## src/rtl/incdec_pkg.sv

```systemverilog
// rtl/incdec_pkg.sv - shared op encodings and overflow-mode constants for the inc/dec accumulator
package incdec_pkg;

  localparam logic [1:0] OP_HOLD = 2'b00;
  localparam logic [1:0] OP_LOAD = 2'b01;
  localparam logic [1:0] OP_INC  = 2'b10;
  localparam logic [1:0] OP_DEC  = 2'b11;

  localparam int SAT_WRAP     = 0;
  localparam int SAT_SATURATE = 1;

endpackage

```

## src/rtl/incdec_core.sv

```systemverilog
// rtl/incdec_core.sv - combinational N+1 bit increment/decrement with carry/borrow in the MSB
module incdec_core #(
  parameter int N = 4
) (
  input  logic [N-1:0] y_i,
  input  logic         dec_i,
  output logic [N:0]   res_o
);

  logic [N:0] y_ext;
  logic [N:0] one_ext;

  assign y_ext   = {1'b0, y_i};
  assign one_ext = {{N{1'b0}}, 1'b1};

  // Zero-extended operand: an increment from all-ones and a decrement from
  // zero both land with the extra MSB set, so it doubles as carry or borrow.
  always_comb begin
    res_o = dec_i ? (y_ext - one_ext) : (y_ext + one_ext);
  end

endmodule

```

## src/rtl/incdec_acc_p.sv

```systemverilog
// rtl/incdec_acc_p.sv - load/increment/decrement accumulator with wrap or saturate overflow
module incdec_acc_p
  import incdec_pkg::*;
#(
  parameter int N   = 4,
  parameter int SAT = SAT_WRAP
) (
  input  logic         clk,
  input  logic         rst_n,
  input  logic         en,
  input  logic [1:0]   op,
  input  logic         Cin,
  input  logic [N-1:0] A,
  input  logic [N-1:0] B,
  output logic [N-1:0] Y,
  output logic         Cout,
  output logic         Zout,
  output logic         Vld
);

  logic [N-1:0] y_q, y_d;
  logic         cout_q, cout_d;
  logic         vld_q, vld_d;
  logic [N:0]   step_res;
  logic         step_dec;

  // op[0] alone separates DEC from INC; for HOLD/LOAD the result is unused.
  assign step_dec = (op == OP_DEC);

  incdec_core #(.N(N)) u_core (
    .y_i   (y_q),
    .dec_i (step_dec),
    .res_o (step_res)
  );

  // Next-state selection: idle cycles hold Y and drop both pulses.
  always_comb begin
    y_d    = y_q;
    cout_d = 1'b0;
    vld_d  = 1'b0;
    if (en) begin
      vld_d = 1'b1;
      case (op)
        OP_HOLD: y_d = y_q;
        OP_LOAD: y_d = Cin ? B : A;
        OP_INC, OP_DEC: begin
          cout_d = step_res[N];
          if (SAT == SAT_SATURATE && step_res[N]) begin
            y_d = y_q;
          end else begin
            y_d = step_res[N-1:0];
          end
        end
        default: y_d = y_q;
      endcase
    end
  end

  // State registers; reset discards any command in flight.
  always_ff @(posedge clk or negedge rst_n) begin
    if (!rst_n) begin
      y_q    <= '0;
      cout_q <= 1'b0;
      vld_q  <= 1'b0;
    end else begin
      y_q    <= y_d;
      cout_q <= cout_d;
      vld_q  <= vld_d;
    end
  end

  assign Y    = y_q;
  assign Cout = cout_q;
  assign Vld  = vld_q;
  assign Zout = (y_q == '0);

endmodule

```

## config.mk

```make
export PLATFORM = sky130hd
export DESIGN_NAME = incdec_acc_p
export DESIGN_NICKNAME = d
export VERILOG_FILES = /design/src/rtl/incdec_pkg.sv /design/src/rtl/incdec_core.sv /design/src/rtl/incdec_acc_p.sv
export SDC_FILE = /design/constraint.sdc
export NUM_CORES = 1
export LEC_CHECK = 0
export BUFFER_PORTS_ARGS = -buffer_cell sky130_fd_sc_hd__clkbuf_2
export CORE_MARGIN = 10
export CORE_UTILIZATION = 25
export DETAILED_ROUTE_END_ITERATION = 7
export PLACE_DENSITY_LB_ADDON = 0.3
export SYNTH_ARGS = -nofsm -noshare
export SYNTH_HDL_FRONTEND = slang
export SYNTH_HIERARCHICAL = 1
export SYNTH_SLANG_ARGS = --single-unit
export TNS_END_PERCENT = 50
```

## constraint.sdc

```tcl
create_clock -name clk -period 2.1 [get_ports clk]
set_clock_uncertainty 0.15 [all_clocks]
set_input_delay 0.42 -clock clk [delete_from_list [all_inputs] [get_ports clk]]
set_output_delay 0.42 -clock clk [all_outputs]
set_load 0.02 [all_outputs]
```

## Word-level counts from Yosys, hierarchy flattened

Cells that the tools add are included.

| word-level totals | value |
|---|---|
| output and inout bits | 7 |
| input port bits | 14 |
| register bits after elaboration | 6 |
| logic and storage cells | 19 |

| operators by class | value |
|---|---|
| multiplexer cells | 6 |
| equality and inequality tests | 3 |
| bitwise logic cells | 1 |
| add/subtract/negate cells | 2 |
| reduce and logical (&&, ||, !) cells | 4 |

Operator list:

| operator | number |
|---|---|
| one-hot mux 4 bit (2 select lines) | 1 |
| adder 4 x 1 -> 5 bit, second input constant | 1 |
| two-way mux 5 bit | 1 |
| subtractor 4 x 1 -> 5 bit, second input constant | 1 |
| == test 2 bit, second input constant | 2 |
| zero test 4 bit | 1 |
| two-way mux 4 bit | 1 |
| two-way mux 1 bit | 3 |
| == test 2 x 1 -> 1 bit, second input constant | 1 |
| zero test 2 bit | 1 |
| AND reduction 2 bit | 1 |
| OR reduction 2 bit | 1 |
| NOT 1 bit | 1 |

## Depth between registers and ports, before layout

| logic depth | value |
|---|---|
| word-level depth | 4 |
| gate-level depth with buffers | 7 |
| depth with buffers taken out | 7 |

## Cells and area by module

Netlist, hierarchy kept.

By module, submodules not included:

| module | seq. area each (µm²) | times used | area an instance (µm²) | cells an instance |
|---|---|---|---|---|
| incdec_acc_p | 150.1 | 1 | 307.8 | 28 |
| incdec_core | 0.0 | 1 | 137.6 | 17 |

## Worst setup path after synthesis

No wires, ideal clock.

| path | value |
|---|---|
| kind | register -> register |
| start | register y_q[0] (netlist: Y[0]) |
| end | register cout_q (netlist: Cout) |
| required time | 1830 ps |
| path slack | 259 ps |
| period minus slack after synthesis | 1841 ps |
| arrival | 1570 ps |
| setup time | 120 ps |
| cell stages (with the launch flop) | 7 |
| buffers on the path | 0 |
| cells stage by stage | dfrtp_1 inv_1 fa_1 nand2b_1 a21oi_2 xnor2_1 and3_2 |

| on the way | value |
|---|---|
| longest elaborated chain between the ends | 4 |
| elaborated cells on any way between the ends | 5 |
| those cells by class | 2 x add/sub; 3 x mux |

RTL lines:

| element | RTL line | source |
|---|---|---|
| start, declared | incdec_acc_p.sv:21 | `logic [N-1:0] y_q, y_d;` |
| start signal, assigned | incdec_acc_p.sv:66 | `y_q <= y_d;` |
| adder 4 x 1 -> 5 bit / subtractor 4 x 1 -> 5 bit (equally long branches) | incdec_core.sv:19 | `res_o = dec_i ? (y_ext - one_ext) : (y_ext + one_ext);` |
| two-way mux 5 bit (*) | incdec_core.sv:19 |  |
| net step_res[4] | incdec_acc_p.sv:24 | `logic [N:0] step_res;` |
| two-way mux 1 bit (*) | incdec_acc_p.sv:43 | `case (op)` |
| two-way mux 1 bit (*) | incdec_acc_p.sv:41 | `if (en) begin` |
| net cout_d | incdec_acc_p.sv:22 | `logic cout_q, cout_d;` |
| end signal, assigned | incdec_acc_p.sv:67 | `cout_q <= cout_d;` |
| end, declared | incdec_acc_p.sv:22 |  |

The timed path passes the listed nets; every way through them passes the cells marked *.
A chain may end at the register's enable or synchronous reset.

## Worst setup path after layout

| path | value |
|---|---|
| start | register y_q[0] (netlist: Y[0]) |
| end | output port Zout |

| on the way | value |
|---|---|
| longest elaborated chain between the ends | 1 |

RTL lines:

| element | RTL line | source |
|---|---|---|
| zero test 4 bit | incdec_acc_p.sv:75 | `assign Zout = (y_q == '0);` |
| end, declared | incdec_acc_p.sv:17 | `output logic Zout,` |

Every way passes these cells.

==> impl_metrics.csv <==
group,metric,value,unit
placed_design,port_buffers,20,
cts,cts_tree,"done",
routing,via_per_inst,4.21,
grt,grt_use_total,6.42,%
power,switching_share,40.1,%
worst_setup_path,worstSetupStartpointType,"flip-flop",
yosys,ys_warn_count,6,
floorplan,die_y,62.2,um
cells_and_area,drive_above_1_share,42.9,%
worst_setup_path,slowest_stage,"dfrtp_1",
timing,slew_headroom,85.8,%
cells_and_area,nets,90,
worst_setup_path,required,1.53,ns
floorplan,rows,15,
worst_setup_path,cp-end-kind,"output port",
routing,first_pass_iters,4,
timing,rsz0062_at_grt,"no",
worst_setup_path,cpPeakStageDelay,0.38,ns
timing,final.min_clock_period,1.80,ns
power,p_leak,0.000326,uW
routing,dr.first_iter.drc_count,12,
job,maxCapViolations,0,
yosys,synth_seq_area_share,33.7,%
timing,tightest_slew,0.211,ns
power,clkPwrFrac,18.8,%
routing,ant_nets,0,
cts,clk-insertion-delay-late,0.24,ns
yosys,synthesis.nets,63,
cts,postCtsSetupRepairBufs,0,
power,powerDensity,888,nW/um^2
yosys,synthDistinctLibCells,19,
power,p_seq_share,31.7,%
power,vdd_ir_drop_max,255,uV
cells_and_area,diodes,0,
worst_setup_path,worstPathArrival,1.23,ns
worst_setup_path,worstSetupPathType,"flip-flop to output port",
timing,period_share,85.5,%
timing,fmax,557,MHz
yosys,ys_seq_elements,6,
placed_design,place.gp.congestion,0.723,
cells_and_area,syn_to_final_growth,39.0,%
cts,htree_levels,1,
floorplan,core_area,1710,sq um
cts,root_buffer,"clkbuf_4",
min_path,min_path_type,"input pin to flip-flop",
power,p_sw,220,uW
power,pwr-share-comb,49.5,%
yosys,avgSynthCellArea,9.90,sq um
cells_and_area,final_area,619,sq um
placed_design,hpwl,1.01,mm
grt,grt-ovfl-total,0,
power,power.internal,329,uW
floorplan,die_x,62.2,um
timing,maxSlewViolCount,0,
cts,path_clk_slew,0.04,ns
floorplan,io_pins,21,
run_status,status,"finished clean",
cts,cts_buffers,3,
worst_setup_path,cp_cell_sequence,"buf_4 > nor4_1 > clkbuf_2",
yosys,syn_area,445,sq um
cts,cts.sinks,6,
timing,final.setup.tns,0,ns
cells_and_area,layout_common_cells,"20 x clkbuf_2, 8 x inv_1, 6 x dfrtp_1",
grt,grt_antenna_before_repair,0,
floorplan,dieArea,3870,sq um
timing,setup_violations,0,
power,power,550,uW
cells_and_area,fin_util,36.3,%
worst_setup_path,critPathMaxFanout,4,
routing,wire_per_inst,12.2,um
placed_design,dpl_cell_area,587,sq um
grt,grt_pass1_vias,418,
routing,drcViolationCount,0,
cts,clock_path_buffers,2,
grt,grt_pass1_wl,1.97,mm
cells_and_area,layout_commonest_cell,"clkbuf_2",
floorplan,start_util,26.1,%
yosys,synthCells,45,
routing,dr_total_vias,400,
routing,wl,1.16,mm
grt,grt_max_degree,9,
timing,finalHoldViolations,0,
[critical path: cells and delay by family (launching register included)]
family | cells | cell delay, ns
buffers and inverters | 2 | 0.36
AND/OR/NAND/NOR | 1 | 0.24
flip-flops | 1 | 0.38
[final cells by class]
| class | count | area [sq um] |
|---|---|---|
| fillers | 186 | 1090 |
| well taps | 25 | 31.3 |
| multi-input cells | 30 | 260 |
| clock buffers | 3 | 22.5 |
| inverters | 8 | 30.0 |
| repair buffers | 23 | 125 |
| flip-flops and latches | 6 | 150 |
[timing repair]
item,CTS,global route
hold buffers,1,0
endpoints found under the setup margin,0,0
resized for setup,0,0
endpoints found under the hold margin,6,0
[flip-flops by register name, indices dropped and copies added, names as in the netlist]
name and count:
Vld 1, Cout 1, Y 4
[per-layer routing]
metal | GRT usage [%] | vias up | share of wire [%]
met1 | 6.82 | 171 | 42
met3 | 2.69 | 2 | 8.6
met4 | 5.14 | 0 | 0.86
met5 | 0 | - | 0
li1 | - | 209 | -
met2 | 9.74 | 18 | 49
[cells by family after synthesis]
kind of cell / synth area share (%)
buffers and inverters: 7.86
AND/OR/NAND/NOR: 14.0
XOR/XNOR: 5.90
multiplexers: 8.99
flip-flops: 33.7
adder cells (fa/ha/maj): 12.9
AO/OA/AOI/OAI: 16.6
[worst paths after layout]
path                        from  endpoint  slack, ns  cells past startpoint
min reg2reg                 Y[3]      Y[3]       0.50                      2
max in group asynchronous  rst_n      Y[3]       1.27                      2
max                         Y[0]      Zout       0.30                      3
max reg2reg                 Y[1]      Cout       0.33                      6
min                           en       Vld       0.24                      1
min in group asynchronous  rst_n       Vld       0.38                      2
[per-stage QoR]
stage | std cells | hold WS, ns | setup WS (ns)
after detailed placement | 91 | 0.0994 | 0.0993
after global placement | 91 | 0.0987 | 0.109
after CTS | 95 | 0.232 | 0.282
after global routing | 95 | 0.249 | 0.225
final | 95 | 0.241 | 0.304
after floorplan | 45 | -0.0256 | 0.259
[cell usage after synthesis (all sizes together)]
master | number | area share, %
o221ai | 4 | 9.3
xnor2 | 3 | 5.9
a21oi | 2 | 3.9
clkbuf | 1 | 1.1
nand3 | 4 | 4.5
nand3b | 1 | 1.7
ha | 3 | 8.4
and2 | 1 | 1.7
o21a | 1 | 1.7
mux2i | 4 | 9.0
fa | 1 | 4.5
a21o | 1 | 1.7
and3 | 1 | 1.7
nor4 | 1 | 1.4
nor2 | 2 | 1.7
nand2b | 1 | 1.4
inv | 8 | 6.7
dfrtp | 6 | 34
[power groups by stage]
stage,clock network [uW],registers [uW],logic [uW]
final,103,174,272
after global routing,115,179,304
after CTS,110,176,277
after detailed placement,0,178,275
after global placement,0,177,275
after floorplan,0,202,158
(Power assumes the default switching activity.)
